[config.mk]
export PLATFORM = sky130hd
export DESIGN_NAME = uart_frame_assembler
export DESIGN_NICKNAME = d
export VERILOG_FILES = /design/src/rtl/uart_frame_assembler.sv
export SDC_FILE = /design/constraint.sdc
export NUM_CORES = 1
export LEC_CHECK = 0
export ABC_CLOCK_PERIOD_IN_PS = 1700
export CAP_MARGIN = 5
export CELL_PAD_IN_SITES_DETAIL_PLACEMENT = 1
export CELL_PAD_IN_SITES_GLOBAL_PLACEMENT = 1
export CORE_MARGIN = 1
export CORE_UTILIZATION = 35
export DETAILED_ROUTE_END_ITERATION = 16
export PLACE_DENSITY = 0.84
export SLEW_MARGIN = 20
export SYNTH_ARGS = -nofsm -noshare
export SYNTH_HDL_FRONTEND = slang
export SYNTH_SLANG_ARGS = --single-unit
export TNS_END_PERCENT = 20
[constraint.sdc]
create_clock -name CLK_SYS -period 1.7 [get_ports CLK_SYS]
set_clock_uncertainty 0.2 [all_clocks]
set_input_delay 0.17 -clock CLK_SYS [delete_from_list [all_inputs] [get_ports CLK_SYS]]
set_output_delay 0.17 -clock CLK_SYS [all_outputs]
set_load 0.02 [all_outputs]
[src/rtl/uart_frame_assembler.sv]
// Byte/word bridge between a UART byte transceiver and the command layer.
// The RX side packs bytes into frames (MSB first); the TX side serialises response words.
module uart_frame_assembler #(
  parameter int FIFO_SIZE      = 3,
  parameter int BITWIDTH       = 8,
  parameter int TIMEOUT_CYCLES = 100000
) (
  input  logic                          CLK_SYS,
  input  logic                          RSTN,
  input  logic                          RX_VALID,
  input  logic [BITWIDTH-1:0]           RX_DATA,
  input  logic                          TX_RDY,
  output logic                          TX_START,
  output logic [BITWIDTH-1:0]           TX_DATA,
  output logic [BITWIDTH*FIFO_SIZE-1:0] FRAME_OUT,
  output logic                          FRAME_VALID,
  input  logic [BITWIDTH*FIFO_SIZE-1:0] RESP_IN,
  input  logic                          RESP_VALID,
  output logic                          RESP_READY,
  output logic                          TIMEOUT_PULSE
);

  localparam int FW = BITWIDTH * FIFO_SIZE;
  localparam int PW = FW - BITWIDTH;
  localparam int CW = $clog2(FIFO_SIZE);
  localparam int TW = (TIMEOUT_CYCLES > 2) ? $clog2(TIMEOUT_CYCLES) : 1;
  localparam logic [CW-1:0] LAST_BYTE = CW'(FIFO_SIZE - 1);
  localparam logic [TW-1:0] TIMER_MAX = TW'(TIMEOUT_CYCLES - 1);

  typedef enum logic [1:0] {IDLE, LOAD, WAIT_LOW, WAIT_HIGH} tx_state_t;

  logic [PW-1:0] sreg;
  logic [FW-1:0] rx_word;
  logic [CW-1:0] rcnt;
  logic [TW-1:0] timer;

  tx_state_t     state, state_next;
  logic [FW-1:0] tx_word, tx_word_next;
  logic [CW-1:0] tcnt, tcnt_next;
  logic          tx_start_next;
  logic [BITWIDTH-1:0] tx_data_next;
  logic          resp_ready_next;

  // Only the earlier FIFO_SIZE-1 bytes are stored; the newest byte comes straight from RX_DATA.
  assign rx_word = {sreg, RX_DATA};

  always_ff @(posedge CLK_SYS) begin
    if (!RSTN) begin
      sreg          <= '0;
      rcnt          <= '0;
      timer         <= '0;
      FRAME_OUT     <= '0;
      FRAME_VALID   <= 1'b0;
      TIMEOUT_PULSE <= 1'b0;
    end else begin
      FRAME_VALID   <= 1'b0;
      TIMEOUT_PULSE <= 1'b0;
      if (RX_VALID) begin
        sreg  <= rx_word[PW-1:0];
        timer <= '0;
        if (rcnt == LAST_BYTE) begin
          rcnt        <= '0;
          FRAME_OUT   <= rx_word;
          FRAME_VALID <= 1'b1;
        end else begin
          rcnt <= rcnt + 1'b1;
        end
      end else if (rcnt != '0) begin
        // A byte arriving on the expiry cycle wins over the timeout (handled above).
        if (timer == TIMER_MAX) begin
          rcnt          <= '0;
          timer         <= '0;
          TIMEOUT_PULSE <= 1'b1;
        end else begin
          timer <= timer + 1'b1;
        end
      end else begin
        timer <= '0;
      end
    end
  end

  always_ff @(posedge CLK_SYS) begin
    if (!RSTN) begin
      state      <= IDLE;
      tx_word    <= '0;
      tcnt       <= '0;
      TX_START   <= 1'b0;
      TX_DATA    <= '0;
      RESP_READY <= 1'b0;
    end else begin
      state      <= state_next;
      tx_word    <= tx_word_next;
      tcnt       <= tcnt_next;
      TX_START   <= tx_start_next;
      TX_DATA    <= tx_data_next;
      RESP_READY <= resp_ready_next;
    end
  end

  always_comb begin
    state_next      = state;
    tx_word_next    = tx_word;
    tcnt_next       = tcnt;
    tx_start_next   = 1'b0;
    tx_data_next    = TX_DATA;
    resp_ready_next = RESP_READY;
    case (state)
      IDLE: begin
        resp_ready_next = 1'b1;
        if (RESP_READY && RESP_VALID) begin
          tx_word_next    = RESP_IN;
          tcnt_next       = '0;
          resp_ready_next = 1'b0;
          state_next      = LOAD;
        end
      end
      LOAD: begin
        if (TX_RDY) begin
          tx_data_next  = tx_word[FW-1 -: BITWIDTH];
          tx_start_next = 1'b1;
          state_next    = WAIT_LOW;
        end
      end
      WAIT_LOW: begin
        if (!TX_RDY) state_next = WAIT_HIGH;
      end
      WAIT_HIGH: begin
        // Only a full low-then-high cycle of TX_RDY counts as a finished byte.
        if (TX_RDY) begin
          tx_word_next = tx_word << BITWIDTH;
          tcnt_next    = tcnt + 1'b1;
          if (tcnt == LAST_BYTE) begin
            state_next      = IDLE;
            resp_ready_next = 1'b1;
          end else begin
            state_next = LOAD;
          end
        end
      end
      default: state_next = IDLE;
    endcase
  end

endmodule

==> key figures <==
Power
  – Comb power frac: 0.379
  – Seq pwr share: 0.358
  – Cell Pwr Density: 1420 mW/mm^2
  – Sw frac: 0.335
  – Internal Power: 0.00548 W
  – Psw: 0.00276 W
  – Clk pwr share: 0.263
  – Leakage power: 2.38 nW
  – Max VDD drop: a little under 0.0008 V

Cells and area
  – Final core occ: 0.530
  – NumNets Final: 589
  – Fillcell total: roughly 1.3k
  – Share of cells above drive strength 1: 0.198
  – Post-route design area: 0.00579 sq mm
  – Most frequent cells in the layout: 95 x dfxtp_1, 66 x nand2_1, 53 x nor2_1
  – Most common library cell in the layout ignoring fill and taps: dfxtp_1
  – Diode count: 0
  – Area Overhead vs Synth: 46.1%

Worst hold path
  – HP Class: in2reg

Synthesis
  – Top cells by area, synth: dfxtp_1 50%, mux2i_1 8.3%, nand2_1 6.7%, nor2_1 5.4%, a21oi_1 4.5%
  – Yosys reg bits: slightly below 100
  – Sequential share of the synthesized area: 0.500
  – Syn nets: 487
  – Mapped Area: between 0.003 and 0.004 sq mm
  – Async SR Flop Fraction: 0
  – Prevailing post-synth register cell: dfxtp_1
  – Synth Area per Inst: 8.93 sq um
  – Distinct cells, synth: 38
  – Synth area leader: dfxtp_1
  – Top cell type's share of synthesized area: 0.500
  – Yosys warning count: 0
  – Number of flops mapped to enable cells by yosys: 0
  – Syn Inst Count: between 400 and 500

Worst setup path
  – Worst Setup EP: tx_word[14]
  – Worst setup path category: reg2reg
  – Critical path origin: state[0]
  – Worst Path Max Fanout: 8
  – Reg2Reg Setup Slack: -0.19 ns
  – CP arrival: just under 2 ns
  – CP Data Required Time: 1.76 ns
  – CP Launch Type: flip-flop
  – R2R depth: 7
  – RR Startpoint: state[0]
  – Crit path capture type: flip-flop
  – Critical R2R Capture: tx_word[14]

Clock network
  – CTS root buf: clkbuf_16
  – Clock sinks: 99
  – Cts hold-fix bufs: 0
  – CTS buffer count: 9
  – Worst skew pair latency: 0.35 ns
  – H-tree depth: 3
  – CTS tree: done
  – Worst-path clk slew: roughly 0.070 ns
  – Clock Tree Buf Depth: 2

GRT
  – Largest net degree at the start of global routing: 45
  – Vias in the first global route: around 3.8k
  – Grt ovf: 0
  – Total track usage: 0.214
  – Initial antenna violation count: 0
  – First-pass GRT wire length: 19100 microns

STA
  – Tightest Pin Transition: roughly 0.5 ns
  – Tcrit/Tclk final: 1.11
  – Min cycle time layout: 1.89 ns
  – Final Max Tran Viols: 0
  – # setup viols final: 28
  – Setup TNS: -2.60 ns
  – Worst slew margin: 0.671
  – RSZ-0062 raised after global routing: true
  – Final Hold Fails: 0
  – Achievable Freq: between 0.5 and 0.6 GHz
  – Final Worst Setup Slack: -0.188 ns

Routing
  – TritonRoute pass-1 iters: 5
  – Routed WL: 12800 microns
  – Number of vias in the routed layout: 3623
  – DRT iter0 DRCs: approximately 130
  – WL/cell: 18.5 microns
  – DRC viols: 0
  – Post-route ant nets: 0
  – Vias/cell: 5.24

Die
  – Initial Util: 0.363
  – Total die area: around 0.012 sq mm
  – Chip Height: 108 microns
  – Die X: 108 microns
  – # rows: 38
  – IO Pins: 73
  – Core ar.: about 0.011 sq mm

Outcome
  – Failing checks: setup timing
  – Outcome: complete, but fails checks

Placed design
  – I/O Buffers: slightly above 70
  – Post-place setup slack: -0.344 ns
  – Placed instance area: 0.00508 sq mm
  – DP HPWL: 7510 microns
  – GPL Wtd Cong: 0.857

Run
  – Max-cap violations: 0
[worst min path at each step]
| stage | end | depth (start not counted) | start | slack (ns) |
|---|---|---|---|---|
| after floorplan | FRAME_OUT[0] | 2 | RX_DATA[0] | 0.11 |
| after global placement | tx_word[3] | 2 | tx_word[3] | 0.24 |
| after detailed placement | FRAME_OUT[22] | 2 | sreg[14] | 0.25 |
| after CTS | FRAME_OUT[3] | 3 | RX_DATA[3] | 0.19 |
| after global routing | FRAME_OUT[3] | 3 | RX_DATA[3] | 0.22 |
| final | FRAME_OUT[3] | 3 | RX_DATA[3] | 0.20 |
[through the flow]
stage	hold slack [ns]	std cells	total power [W]
final	0.196	691	0.00823
after global routing	0.224	691	0.00858
after CTS	0.193	687	0.00763
after detailed placement	0.246	665	0.00484
after global placement	0.239	665	0.00470
after floorplan	0.106	444	0.00410
[logic make-up (layout without fill, tap and decap cells)]
| kind of cell | after synthesis | count (layout) | share of synthesized area |
|---|---|---|---|
| xor+xnor | 15 | 15 | 0.0331 |
| mux | 33 | 33 | 0.0833 |
| compound gates | 65 | 65 | 0.106 |
| buf+inv | 36 | 143 | 0.0382 |
| flops | 99 | 99 | 0.500 |
| simple gates | 190 | 190 | 0.221 |
| fa+ha+maj | 6 | 6 | 0.0189 |
[worst max-delay path, stage by stage, from the launching register on]
cell       delay, ns
dfxtp_4         0.39
ha_4            0.18
nor2b_4         0.26
nor3_4          0.08
buf_6           0.13
buf_6           0.12
clkbuf_16       0.16
a211oi_2        0.26
[metal layers]
| metal | part of all wire | GRT usage |
|---|---|---|
| met5 | 0 | 0 |
| met4 | 0.020 | 0.0724 |
| met3 | 0.036 | 0.0512 |
| met2 | 0.54 | 0.386 |
| met1 | 0.40 | 0.245 |
[flip-flops by register name, summed over array words and instances (netlist names), 2 cells and up]
name / flops
FRAME_OUT: 24
tx_word: 24
timer: 17
sreg: 16
TX_DATA: 8
rcnt: 2
state: 2
tcnt: 2
[layout make-up]
type | instances | area, sq um | share of cell area
multi-input combinational | 309 | 2040 | 0.352
sequential | 99 | 1990 | 0.344
timing repair buffer | 119 | 1240 | 0.214
clock buffer | 11 | 253 | 0.0436
tap | 140 | 175 | 0.0302
clock inverter | 5 | 61.3 | 0.0106
inverter | 8 | 35.0 | 0.00605
[synth_stat cells (8+ instances only)]
cell	number
xnor2_1	12
nand4_1	8
mux2i_1	33
buf_2	9
nand3_1	15
nor2_1	57
nand2_1	71
a211oi_1	16
dfxtp_1	99
nand3b_1	10
clkbuf_1	16
a21oi_1	36
[timing repair]
action | in CTS | in global routing
cloned | 2 | 1
pin swaps | 21 | 11
buffers inserted | 4 | 4
resized for setup | 31 | 52
endpoints found under the setup margin | 54 | 65
[power by group through the flow]
stage | clock network [W] | logic [W] | registers [W]
floorplan | 0 | 0.00121 | 0.00289
global placement | 0 | 0.00181 | 0.00289
detailed placement | 0 | 0.00192 | 0.00292
CTS | 0.00216 | 0.00259 | 0.00288
global route | 0.00229 | 0.00332 | 0.00297
finish | 0.00216 | 0.00312 | 0.00295
(Power assumes the default switching activity.)
